===== config.mk =====
export PLATFORM = sky130hd
export DESIGN_NAME = vnu
export DESIGN_NICKNAME = d
export VERILOG_FILES = /design/src/rtl/ldpc_pkg.sv /design/src/rtl/vnu_sat.sv /design/src/rtl/vnu.sv
export SDC_FILE = /design/constraint.sdc
export NUM_CORES = 1
export LEC_CHECK = 0
export CAP_MARGIN = 25
export CORE_ASPECT_RATIO = 0.9
export CORE_MARGIN = 2
export CORE_UTILIZATION = 26
export CTS_BUF_LIST = sky130_fd_sc_hd__clkbuf_4 sky130_fd_sc_hd__clkbuf_8
export CTS_CLUSTER_SIZE = 8
export DETAILED_ROUTE_END_ITERATION = 12
export PLACE_DENSITY_LB_ADDON = 0.1
export REMOVE_ABC_BUFFERS = 1
export SETUP_SLACK_MARGIN = 0.4
export SYNTH_ARGS = -nofsm -noshare
export SYNTH_HDL_FRONTEND = slang
export SYNTH_SLANG_ARGS = --single-unit

===== constraint.sdc =====
create_clock -name clk -period 6.2 [get_ports clk]
set_input_delay 1.24 -clock clk [delete_from_list [all_inputs] [get_ports clk]]
set_output_delay 1.24 -clock clk [all_outputs]
set_load 0.05 [all_outputs]

===== src/rtl/ldpc_pkg.sv =====
// Shared LDPC decoder definitions: word-width helpers used by both node units.
package ldpc_pkg;

  localparam int DATA_W_DEFAULT = 8;

  // Number of bits needed to represent x (log2(3)=2, log2(4)=3).
  function automatic int log2(input int x);
    int n;
    n = 0;
    for (int i = 0; i < 31; i++) begin
      if (x >= (32'sd1 <<< i)) n = i + 1;
    end
    return n;
  endfunction

  // Largest magnitude emitted on a w-bit message bus (symmetric range).
  function automatic int SAT_MAX(input int w);
    return (32'sd1 <<< (w - 1)) - 32'sd1;
  endfunction

endpackage


===== src/rtl/vnu_sat.sv =====
// Symmetric saturation: clips a wide signed value to +/-(2^(out_w-1)-1).
module vnu_sat
  import ldpc_pkg::*;
#(
  parameter int in_w  = 10,
  parameter int out_w = 8
) (
  input  logic signed [in_w-1:0]  din,
  output logic signed [out_w-1:0] dout
);

  localparam logic signed [in_w-1:0] max_c = in_w'(SAT_MAX(out_w));
  localparam logic signed [in_w-1:0] min_c = -max_c;

  // Clip against both rails; the most negative code is never produced.
  always_comb begin
    dout = din[out_w-1:0];
    if (din > max_c) begin
      dout = max_c[out_w-1:0];
    end else if (din < min_c) begin
      dout = min_c[out_w-1:0];
    end else begin
      dout = din[out_w-1:0];
    end
  end

endmodule


===== src/rtl/vnu.sv =====
// Variable node unit: two-stage min-sum VNU producing extrinsic q messages and a hard decision.
module vnu
  import ldpc_pkg::*;
#(
  parameter int D      = 3,
  parameter int data_w = DATA_W_DEFAULT
) (
  input  logic                  clk,
  input  logic                  rst,
  input  logic                  en,
  input  logic                  in_valid,
  input  logic [data_w-1:0]     llr,
  input  logic [data_w*D-1:0]   r,
  output logic [data_w*D-1:0]   q,
  output logic                  hard,
  output logic                  out_valid
);

  localparam int sum_w = data_w + log2(D);

  logic signed [sum_w-1:0]  r_ext_s [D];
  logic signed [sum_w-1:0]  sum_s;
  logic signed [sum_w-1:0]  r_ext_r [D];
  logic signed [sum_w-1:0]  total_r;
  logic                     v1_r;
  logic signed [sum_w-1:0]  e_s [D];
  logic signed [data_w-1:0] q_sat_s [D];
  logic [data_w*D-1:0]      q_r;
  logic                     hard_r;
  logic                     out_valid_r;

  // Sign-extend inputs and form the full-width node total (cannot overflow at sum_w).
  always_comb begin
    sum_s = {{(sum_w-data_w){llr[data_w-1]}}, llr};
    for (int i = 0; i < D; i++) begin
      r_ext_s[i] = {{(sum_w-data_w){r[i*data_w+data_w-1]}}, r[i*data_w +: data_w]};
      sum_s      = sum_s + r_ext_s[i];
    end
  end

  // Stage 1 registers: extended r words, total and valid.
  always_ff @(posedge clk or posedge rst) begin
    if (rst) begin
      for (int i = 0; i < D; i++) r_ext_r[i] <= '0;
      total_r <= '0;
      v1_r    <= 1'b0;
    end else if (en) begin
      for (int i = 0; i < D; i++) r_ext_r[i] <= r_ext_s[i];
      total_r <= sum_s;
      v1_r    <= in_valid;
    end
  end

  // Extrinsic value excludes the message's own contribution.
  always_comb begin
    for (int i = 0; i < D; i++) begin
      e_s[i] = total_r - r_ext_r[i];
    end
  end

  for (genvar g = 0; g < D; g++) begin : g_sat
    vnu_sat #(.in_w(sum_w), .out_w(data_w)) u_sat (
      .din  (e_s[g]),
      .dout (q_sat_s[g])
    );
  end

  // Stage 2 registers: clipped q words, hard decision and output valid.
  always_ff @(posedge clk or posedge rst) begin
    if (rst) begin
      q_r         <= '0;
      hard_r      <= 1'b0;
      out_valid_r <= 1'b0;
    end else if (en) begin
      for (int i = 0; i < D; i++) q_r[i*data_w +: data_w] <= q_sat_s[i];
      hard_r      <= total_r[sum_w-1];
      out_valid_r <= v1_r;
    end
  end

  assign q         = q_r;
  assign hard      = hard_r;
  assign out_valid = out_valid_r;

endmodule

==> results of run 1 <==
## logic make-up (layout without fill, tap and decap cells)
group,count (synthesis),count (layout),synth area share (%)
and+or+nand+nor,120,120,13.0
AOI/OAI and AO/OA,146,146,21.9
buffers and inverters,57,120,5.19
muxes,14,14,3.40
DFF,61,61,33.2
adders and majority gates,56,56,18.5
xor gates and xnor gates,26,26,4.95
## path summary, 6_finish.rpt
path                             from    endpoint  slack [ps]
setup / recovery                 r[1]  total_r[9]        1650
hold / removal                  q[22]       q[22]         490
setup reg to reg           total_r[1]       q[17]        3400
hold reg to reg                 q[22]       q[22]         490
max in group asynchronous         rst  total_r[8]        4190
min in group asynchronous         rst  r_ext_r[0]        1470
## routing by layer
metal	part of all wire, %	GRT usage, %	wire length, µm	up-vias
met4	1.6	5.31	196	0
met3	3.6	2.39	448	11
met2	41	19.6	5030	74
met1	54	21.9	6720	1827
met5	0	0	0	-
li1	-	-	-	1859
## cell type report
cell class | count | area, µm² | area share (%)
timing repair buffer | 63 | 621 | 11.1
inverter | 42 | 158 | 2.81
clock inverter | 2 | 10.0 | 0.178
tap | 240 | 300 | 5.35
clock buffer | 13 | 160 | 2.85
sequential | 61 | 1530 | 27.2
multi-input combinational | 362 | 2840 | 50.6
## sequential cells by signal (all words and copies together) (netlist names)
name and cells:
total_r 10, q 24, hard 1, v1_r 1, r_ext_r 24, out_valid 1
## metrics by stage
stage / utilization [%] / total power [mW] / cell area [µm²]
after CTS: 32.1 / 3.06 / 5610
after global routing: 32.1 / 3.30 / 5610
final: 32.1 / 3.02 / 5610
after detailed placement: 31.1 / 2.71 / 5440
after global placement: 31.1 / 2.71 / 5440
after floorplan: - / 2.15 / 4520
## placed cells by master (no fill, tap or decap), drive strengths merged, types with 6 or more instances in the layout
master          n
inv            42
xnor2          15
nor2b           8
a21oi          21
a22oi           6
nor2           28
or2             6
fa             20
o21ai          42
mux2           13
dfrtp          61
nor3           12
ha             36
clkdlybuf4s50  60
a31oi           7
nand2          34
xor2           11
clkbuf         13
a21o           11
## power groups by stage
stage	combinational, mW	clock [mW]	sequential (mW)
after global routing	2.27	0.361	0.663
after global placement	2.05	0	0.653
final	2.05	0.327	0.644
after CTS	2.07	0.346	0.648
after detailed placement	2.06	0	0.655
after floorplan	1.26	0	0.886
==> metrics.log, run 1 <==
[metrics] result of the run: complete, no violations
[metrics] total stage count of the critical path: 14
[metrics] Top-Level Pins: between 60 and 70
[metrics] post-synthesis instance total: 480
[metrics] Final GP Congestion: 0.760
[metrics] global-route wire length before repair: 20.1 mm
[metrics] data required time at the worst endpoint: between 6000 and 7000 ps
[metrics] list of cells traversed by the critical path: clkdlybuf4s50_1, inv_1, fa_1, fa_1, inv_1, ha_1, fa_1, a21o_1, a21oi_1, nor2b_1, o21a_1, o41ai_1, xnor2_1, a21oi_1
[metrics] cts hold-fix bufs: 0
[metrics] Total Negative Setup Slacks: 0 ps
[metrics] Yosys top cell area share: 33.2%
[metrics] Inserted Diodes: 0
[metrics] cells resized by post-CTS repair: 0
[metrics] TritonCTS clock tree: built
[metrics] standby leakage power: 2.38 nW
[metrics] pin count of the biggest net entering global routing: between 60 and 70
[metrics] number of failing hold endpoints at the final stage: 0
[metrics] CTS max path bufs: 2
[metrics] total of fill cells in the finished design: between 1,500 and 2,000
[metrics] Finished Layout Cells: 783
[metrics] level count of the clock H-tree: 3
[metrics] type of origin of the critical path: primary input
[metrics] number of buffers and inverters on the critical path: 3
[metrics] count of unresolved DRC violations after routing: 0
[metrics] async set or reset register ratio after synthesis: 100%
[metrics] detailed-route via count: 3,771
[metrics] Max Fclk: 220 MHz
[metrics] width of the chip: 144 µm
[metrics] Hold/Removal Path Class: flop to flop
[metrics] clock net sink count: slightly above 60
[metrics] number of distinct library cells after synthesis: 63
[metrics] largest area contributor in the synthesized netlist: sky130_fd_sc_hd__dfrtp_1
[metrics] library cell contributing the largest single delay on the critical path: sky130_fd_sc_hd__fa_1
[metrics] Sw Share: 49.7%
[metrics] dpl hpwl: roughly 9.5 mm
[metrics] number of antenna violations at the first check in global routing: 0
[metrics] final-report max-slew violation count: 0
[metrics] Worst-Skew Late Latency: 360 ps
[metrics] number of max-cap violations: 0
[metrics] routed wire length: 12.4 mm
[metrics] GRT overflow: 0
[metrics] mean number of vias per cell: 4.82
[metrics] sequential share of power: about a fifth
[metrics] hold slack final: 488 ps
[metrics] cell area power density: about 540 mW/mm²
[metrics] core outline area: 0.0175 mm²
[metrics] clock share of power: 10.8%
[metrics] logic depth of the worst register-to-register path: 9
[metrics] share of the yosys chip area belonging to registers: 33.2%
[metrics] first-pass detailed-route iteration total: 5
[metrics] most used standard cell by instance count after synthesis: sky130_fd_sc_hd__dfrtp_1
[metrics] pre-CTS setup slack: 1290 ps
[metrics] Sw Pwr: approximately 1.5 mW
[metrics] row cnt: 46
[metrics] Final Cycle Share: around 73%
[metrics] Post-Synthesis Cell Area: 0.00460 mm²
[metrics] critical setup path kind: primary input to flop
[metrics] count of state elements after synthesis: 61
[metrics] combinational group share of total power: 67.9%
[metrics] layout cell share with drive strength beyond 1: 8.84%
[metrics] normalized max-slew margin: between 40 and 50%
[metrics] mean routed wirelength per cell: about 16 µm
[metrics] combined global-route utilization of all metal layers: 14.2%
[metrics] unrepaired setup endpoints after global routing: no
[metrics] element type at the critical path end: flop
[metrics] highest cell delay on the worst timing path: 510 ps
[metrics] P_int: 1.52 mW
[metrics] biggest area contributors in the synthesized netlist: sky130_fd_sc_hd__dfrtp_1 (33%), sky130_fd_sc_hd__ha_1 (9.8%), sky130_fd_sc_hd__fa_1 (8.7%)
[metrics] number of global-route vias before repair: around 3,600
[metrics] Worst Max-Slew Pin Slew: 850 ps
[metrics] library cell used as clock root buffer: sky130_fd_sc_hd__clkbuf_8
[metrics] hold depth: 1
[metrics] buffer count from post-CTS setup fixing: 0
[metrics] Period minus WS final: 4550 ps
[metrics] total CTS buffers: 9
[metrics] Setup-failing EPs final: 0
[metrics] Largest delay share family, worst path: adder cells
[metrics] prevailing post-synth register cell: sky130_fd_sc_hd__dfrtp_1
[metrics] Post-DRT Antenna Nets: 0
[metrics] net count reported at finish: 631
[metrics] Syn-to-layout area delta: 21.9%
[metrics] number of enable-type register cells in the synthesized netlist: 0
[metrics] Total Die Area: 0.0188 mm²
[metrics] commonest cells in the netlist: sky130_fd_sc_hd__dfrtp_1 (61), sky130_fd_sc_hd__inv_1 (42), sky130_fd_sc_hd__o21ai_0 (42)
[metrics] port bufs: 61
[metrics] Initial Util: between 20% and 30%
[metrics] arrival time of data at the critical path endpoint: 4770 ps
[metrics] cell with the most instances on the worst path: sky130_fd_sc_hd__fa_1
[metrics] post-placement cell count: 768
[metrics] largest fanout on the critical path: 2
[metrics] clock slew seen by the registers of the worst setup and hold paths: ~70 ps
[metrics] number of DRC markers after the initial detailed-route iteration: roughly 250
[metrics] mean post-synth cell area: 9.59 µm²
[metrics] total of warnings raised by yosys: 0
[metrics] worst setup margin: 1650 ps
[metrics] floorplan die height: between 100 and 150 µm
[metrics] skew final: approximately 8.3 ps
[metrics] IR Drop Worst-Case VDD: about 0.12 mV
Power figures use the tool's default switching activity.
==> run 2: changes to the inputs <==
==> constraint.sdc (replaced) <==
create_clock -name clk -period 4.13 [get_ports clk]
set_input_delay 0.826 -clock clk [delete_from_list [all_inputs] [get_ports clk]]
set_output_delay 0.826 -clock clk [all_outputs]
set_load 0.05 [all_outputs]
==> run 2 against run 1 <==
Largest power group unchanged; hold slack better by 1.7 ps; via count up 1.2%; critical path type unchanged; die area stayed put; global-route usage rose by 0.52 points; register-to-register slack got worse by 2100 ps; first-iteration DRC count rose by 6.8%.
==> metrics.log, run 2 (synthesis gave the netlist of run 1 again) <==
[metrics] result of the run: complete, no violations
[metrics] TritonCTS clock tree: built
[metrics] mean number of vias per cell: 4.80
[metrics] global-route wire length before repair: 20.8 mm
[metrics] Top-Level Pins: 62
[metrics] hold slack final: between 400 and 500 ps
[metrics] net count reported at finish: 643
[metrics] pin count of the biggest net entering global routing: 73
[metrics] library cell used as clock root buffer: sky130_fd_sc_hd__clkbuf_8
[metrics] number of global-route vias before repair: between 3,000 and 4,000
[metrics] type of origin of the critical path: primary input
[metrics] pre-CTS setup slack: -372 ps
[metrics] Final Cycle Share: 88.4%
[metrics] core outline area: 0.0175 mm²
[metrics] CTS max path bufs: 2
[metrics] most common cell after layout, fill and taps aside: sky130_fd_sc_hd__dfrtp_1
[metrics] layout cell share with drive strength beyond 1: 13.2%
[metrics] cell area after placement: 0.00547 mm²
[metrics] clock slew seen by the registers of the worst setup and hold paths: approximately 70 ps
[metrics] IR Drop Worst-Case VDD: approximately 0.16 mV
[metrics] number of antenna violations at the first check in global routing: 0
[metrics] commonest cells after routing, fill and taps aside: sky130_fd_sc_hd__dfrtp_1 (61), sky130_fd_sc_hd__clkdlybuf4s50_1 (52), sky130_fd_sc_hd__o21ai_0 (42)
[metrics] combined global-route utilization of all metal layers: approximately 15%
[metrics] Period minus WS final: approximately 3600 ps
[metrics] skew final: 10.3 ps
[metrics] clock net sink count: 61
[metrics] element type at the critical path end: flop
[metrics] floorplan die height: 130 µm
[metrics] count of unresolved DRC violations after routing: 0
[metrics] number of DRC markers after the initial detailed-route iteration: 266
[metrics] data required time at the worst endpoint: 4370 ps
[metrics] combined flip-flop and latch cell area: 0.00153 mm²
[metrics] detailed-route via count: ~3,800
[metrics] Worst Max-Slew Pin Slew: 773 ps
[metrics] first-pass detailed-route iteration total: 4
[metrics] combined area of the multi-input logic cells: 0.00288 mm²
[metrics] number of failing hold endpoints at the final stage: 0
[metrics] Hold/Removal Path Class: flop to flop
[metrics] port bufs: between 60 and 70
[metrics] number of max-cap violations: 0
[metrics] largest fanout on the critical path: 3
[metrics] Post-DRT Antenna Nets: 0
[metrics] Syn-to-layout area delta: 24.6%
[metrics] worst setup margin: 481 ps
[metrics] row cnt: 46
[metrics] total power: 4.64 mW
[metrics] final-report max-slew violation count: 0
[metrics] Final GP Congestion: about 0.77
[metrics] Total Die Area: 0.0188 mm²
[metrics] total of fill cells in the finished design: 1,849
[metrics] dpl hpwl: 9.84 mm
[metrics] Finished Cell Area: 0.00574 mm²
[metrics] Inserted Diodes: 0
[metrics] standby leakage power: 2.48 nW
[metrics] Initial Util: 26.3%
[metrics] routed wire length: between 10 and 15 mm
[metrics] post-route core utilization: between 30 and 40%
[metrics] level count of the clock H-tree: 3
[metrics] Setup-failing EPs final: 0
[metrics] unrepaired setup endpoints after global routing: no
[metrics] cts hold-fix bufs: 0
[metrics] Max Fclk: 274 MHz
[metrics] normalized max-slew margin: 48.4%
[metrics] width of the chip: 144 µm
[metrics] arrival time of data at the critical path endpoint: 3890 ps
[metrics] mean routed wirelength per cell: 16.3 µm
[metrics] GRT overflow: 0
[metrics] Worst-Skew Late Latency: 360 ps
[metrics] cell area power density: 810 mW/mm²
[metrics] critical setup path kind: primary input to flop
[metrics] total CTS buffers: 9
[run 2: cell count changes in the layout (fill, tap and decap cells not counted), moves of 3 or more]
cell	previous run	this run
sky130_fd_sc_hd__buf_4	2	14
sky130_fd_sc_hd__clkbuf_2	0	3
sky130_fd_sc_hd__clkdlybuf4s50_1	60	52
sky130_fd_sc_hd__dlymetal6s2s_1	0	4
sky130_fd_sc_hd__fa_1	20	17
sky130_fd_sc_hd__fa_2	0	3
[run 2: timing repair]
item / 4_1_cts / 5_1_grt
setup endpoints to repair: 3 / 3
setup buffers: 6 / 2
pin swaps: 11 / 10
resized for setup: 10 / 14
[run 2: final cells by class]
cell class | count | share of cell area, %
flip-flops and latches | 61 | 26.6
well taps | 240 | 5.24
clock buffers | 13 | 2.79
multi-input cells | 362 | 50.2
repair buffers | 75 | 12.3
clock inverters | 2 | 0.175
inverters | 42 | 2.75
[run 2: critical path: stages]
cell and delay (ps):
sky130_fd_sc_hd__clkdlybuf4s50_1 530, sky130_fd_sc_hd__fa_1 500, sky130_fd_sc_hd__fa_1 490, sky130_fd_sc_hd__ha_1 360, sky130_fd_sc_hd__a21oi_2 90, sky130_fd_sc_hd__buf_4 140
sky130_fd_sc_hd__buf_4 120, sky130_fd_sc_hd__buf_4 110, sky130_fd_sc_hd__buf_4 120, sky130_fd_sc_hd__buf_4 120, sky130_fd_sc_hd__buf_4 120, sky130_fd_sc_hd__xnor2_1 110
sky130_fd_sc_hd__mux2_2 260
[run 2: worst paths after layout]
path                          endpoint  slack [ps]  depth (start not counted)        from
min                              q[22]         490                          1       q[22]
max                         total_r[5]         480                         13       r[12]
max in group asynchronous  r_ext_r[17]        2360                          3         rst
max reg2reg                      q[16]        1270                          9  total_r[1]
min reg2reg                      q[22]         490                          1       q[22]
min in group asynchronous  r_ext_r[22]         830                          2         rst
[run 2: report_power, final]
part           internal (mW)  switching (mW)
Sequential             0.798           0.177
Combinational           1.29            1.89
Clock                  0.249           0.245
[run 2: layer usage]
layer | vias up | global-route usage, % | share of wire (%)
li1 | 1881 | - | -
met1 | 1852 | 22.1 | 52
met2 | 78 | 21.0 | 43
met3 | 6 | 3.78 | 4.1
met4 | 0 | 3.60 | 0.70
met5 | - | 0 | 0
[run 2: stage by stage]
step	instances	setup TNS, ps
after floorplan	465	0
after global placement	772	-527
after detailed placement	772	-648
after CTS	793	0
after global routing	795	0
final	795	0
==> run 3: changes to the inputs <==
--- a/config.mk
+++ b/config.mk
@@ -14,7 +14,7 @@
 export DETAILED_ROUTE_END_ITERATION = 12
 export PLACE_DENSITY_LB_ADDON = 0.1
 export REMOVE_ABC_BUFFERS = 1
-export SETUP_SLACK_MARGIN = 0.4
+export SETUP_SLACK_MARGIN = 0.15
 export SYNTH_ARGS = -nofsm -noshare
 export SYNTH_HDL_FRONTEND = slang
 export SYNTH_SLANG_ARGS = --single-unit
==> run 3 against run 2 <==
First-iteration DRC count increased by 2.6%; worst setup slack got worse by 190 ps; cell count shrank 0.88%; flip-flop and latch count did not move; highest routed layer unchanged.
==> metrics.log, run 3 (synthesis gave the netlist of run 1 again) <==
[metrics] launch point of the worst path: r[2]
[metrics] width of the chip: between 100 and 150 µm
[metrics] cell area after placement: 0.00547 mm²
[metrics] cts hold-fix bufs: 0
[metrics] largest fanout on the critical path: 2
[metrics] Sw Share: roughly 50%
[metrics] total power: 4.59 mW
[metrics] number of max-cap violations: 0
[metrics] post-placement cell count: 772
[metrics] list of cells traversed by the critical path: clkdlybuf4s50_1, fa_1, fa_1, ha_1, a21o_1, a21oi_2, o21bai_1, a211o_1, a31oi_1, xnor2_1, mux2_2
[metrics] hold-critical path endpoint: q[22]
[metrics] cell area power density: 809 mW/mm²
[metrics] Post-DRT Antenna Nets: 0
[metrics] combined global-route utilization of all metal layers: 14.6%
[metrics] row cnt: 46
[metrics] Period minus WS final: 3840 ps
[metrics] dpl hpwl: 9.84 mm
[metrics] cell with the most instances on the worst path: sky130_fd_sc_hd__fa_1
[metrics] routed wire length: 12.9 mm
[metrics] worst setup slack for register-to-register paths: 1270 ps
[metrics] number of global-route vias before repair: roughly 3,700
[metrics] TritonCTS clock tree: built
[metrics] total CTS buffers: 9
[metrics] net count reported at finish: 636
[metrics] Finished Cell Area: 0.00568 mm²
[metrics] normalized max-slew margin: 49.9%
[metrics] Setup-failing EPs final: 0
[metrics] number of failing hold endpoints at the final stage: 0
[metrics] port bufs: 61
[metrics] Final GP Congestion: 0.766
[metrics] detailed-route via count: between 3,000 and 4,000
[metrics] type of origin of the critical path: primary input
[metrics] core outline area: roughly 0.017 mm²
[metrics] pin count of the biggest net entering global routing: 73
[metrics] unrepaired setup endpoints after global routing: no
[metrics] Hold/Removal Path Class: flop to flop
[metrics] GRT overflow: 0
[metrics] number of antenna violations at the first check in global routing: 0
[metrics] Max Fclk: between 200 and 300 MHz
[metrics] highest cell delay on the worst timing path: 540 ps
[metrics] first-pass detailed-route iteration total: 4
[metrics] combined area of the multi-input logic cells: 0.00286 mm²
[metrics] clock share of power: 10.8%
[metrics] combined flip-flop and latch cell area: 0.00153 mm²
[metrics] floorplan die height: between 100 and 150 µm
[metrics] level count of the clock H-tree: 3
[metrics] arrival time of data at the critical path endpoint: 4090 ps
[metrics] critical setup path kind: primary input to flop
[metrics] Sw Pwr: 2.29 mW
[metrics] result of the run: complete, no violations
[metrics] end of the worst register-to-register path: q[16]
[metrics] clock net sink count: about 60
[metrics] mean routed wirelength per cell: 16.3 µm
[metrics] clock slew seen by the registers of the worst setup and hold paths: 70 ps
[metrics] Worst-Skew Late Latency: 360 ps
[metrics] commonest cells after routing, fill and taps aside: sky130_fd_sc_hd__dfrtp_1 (61), sky130_fd_sc_hd__clkdlybuf4s50_1 (57), sky130_fd_sc_hd__o21ai_0 (42)
[metrics] combinational group share of total power: 68.0%
[metrics] sequential share of power: 21.2%
[metrics] skew final: 10.6 ps
[metrics] final-report max-slew violation count: 0
[metrics] standby leakage power: 2.43 nW
[metrics] global-route wire length before repair: slightly above 20 mm
[metrics] element type at the critical path end: flop
[metrics] total of fill cells in the finished design: 1,856
[metrics] Reg2Reg Launch Point: total_r[1]
[metrics] mean number of vias per cell: 4.83
[metrics] logic depth of the worst register-to-register path: 9
[metrics] most common cell after layout, fill and taps aside: sky130_fd_sc_hd__dfrtp_1
[metrics] layout cell share with drive strength beyond 1: 10.8%
[metrics] Final Cycle Share: 93.0%
[metrics] P_int: 2.30 mW
[metrics] Total Die Area: around 0.019 mm²
[metrics] Top-Level Pins: 62
[metrics] Total Negative Setup Slacks: 0 ps
[metrics] library cell used as clock root buffer: sky130_fd_sc_hd__clkbuf_8
[metrics] data required time at the worst endpoint: around 4400 ps
[metrics] Worst Hold Launch: q[22]
[metrics] count of unresolved DRC violations after routing: 0
[metrics] Finished Layout Cells: 788
[metrics] IR Drop Worst-Case VDD: 0.157 mV
[metrics] Syn-to-layout area delta: 23.3%
[metrics] number of DRC markers after the initial detailed-route iteration: 273
[metrics] hold depth: 1
[metrics] CTS max path bufs: 2
[metrics] Inserted Diodes: 0
[metrics] Worst Max-Slew Pin Slew: 751 ps
[metrics] library cell contributing the largest single delay on the critical path: sky130_fd_sc_hd__fa_1
[metrics] Initial Util: 26.3%
==> run 3: cell types whose count changed in the layout (fill, tap and decap cells not counted) <==
cell                              change
sky130_fd_sc_hd__clkdlybuf4s50_1      +5
sky130_fd_sc_hd__dlygate4sd2_1        -1
sky130_fd_sc_hd__fa_1                 +2
sky130_fd_sc_hd__dlymetal6s2s_1       -1
sky130_fd_sc_hd__ha_4                 -1
sky130_fd_sc_hd__inv_2                -1
sky130_fd_sc_hd__clkbuf_2             -3
sky130_fd_sc_hd__inv_1                +1
sky130_fd_sc_hd__fa_2                 -2
sky130_fd_sc_hd__ha_1                 +1
sky130_fd_sc_hd__buf_4                -7
==> run 3: stage by stage <==
step / util [%] / worst slack [ps] / hold slack (ps)
finish: 32.5 / 290 / 490
global route: 32.5 / 180 / 525
CTS: 32.3 / 168 / 497
detailed placement: 31.3 / -372 / 480
global placement: 31.3 / -318 / 476
floorplan: - / 393 / 475
==> run 3: how the worst max path moves through the flow <==
stage	endpoint	slack (ps)	cells past startpoint
after floorplan	total_r[9]	390	13
after global placement	total_r[9]	-320	14
after detailed placement	total_r[9]	-370	14
after CTS	total_r[9]	170	14
after global routing	total_r[9]	180	11
final	total_r[8]	290	11
==> run 3: per-layer routing <==
| metal | up-vias | GRT usage (%) | wire length (µm) |
|---|---|---|---|
| met4 | 0 | 3.60 | 91 |
| met2 | 85 | 20.8 | 5510 |
| li1 | 1866 | - | - |
| met5 | - | 0 | 0 |
| met1 | 1850 | 22.1 | 6650 |
| met3 | 6 | 3.78 | 603 |
==> run 3: area by class of cell <==
class	instances	share of cell area, %
flip-flops and latches	61	26.9
clock buffers	13	2.82
repair buffers	68	11.7
inverters	42	2.78
well taps	240	5.29
clock inverters	2	0.176
multi-input cells	362	50.3
==> run 3: power groups by stage <==
stage	clock (mW)	combinational (mW)	sequential, mW
after floorplan	0	1.89	1.33
after global placement	0	3.09	0.982
after detailed placement	0	3.10	0.989
after CTS	0.527	3.12	0.980
after global routing	0.554	3.46	1.00
final	0.495	3.12	0.974
==> run 3: critical path: cells and delay by family <==
family | cells | cell delay, ps
adder cells (fa/ha/maj) | 3 | 1350
buffers and inverters | 1 | 530
AO/OA/AOI/OAI | 5 | 1050
multiplexers | 1 | 260
XOR/XNOR | 1 | 90
==> run 3: what timing repair did <==
| action | 4_1_cts | 5_1_grt |
|---|---|---|
| endpoints found under the hold margin | 0 | 0 |
| setup endpoints to repair | 1 | 3 |
| buffers inserted | 0 | 1 |
| pin swaps | 0 | 9 |
| resized for setup | 2 | 7 |
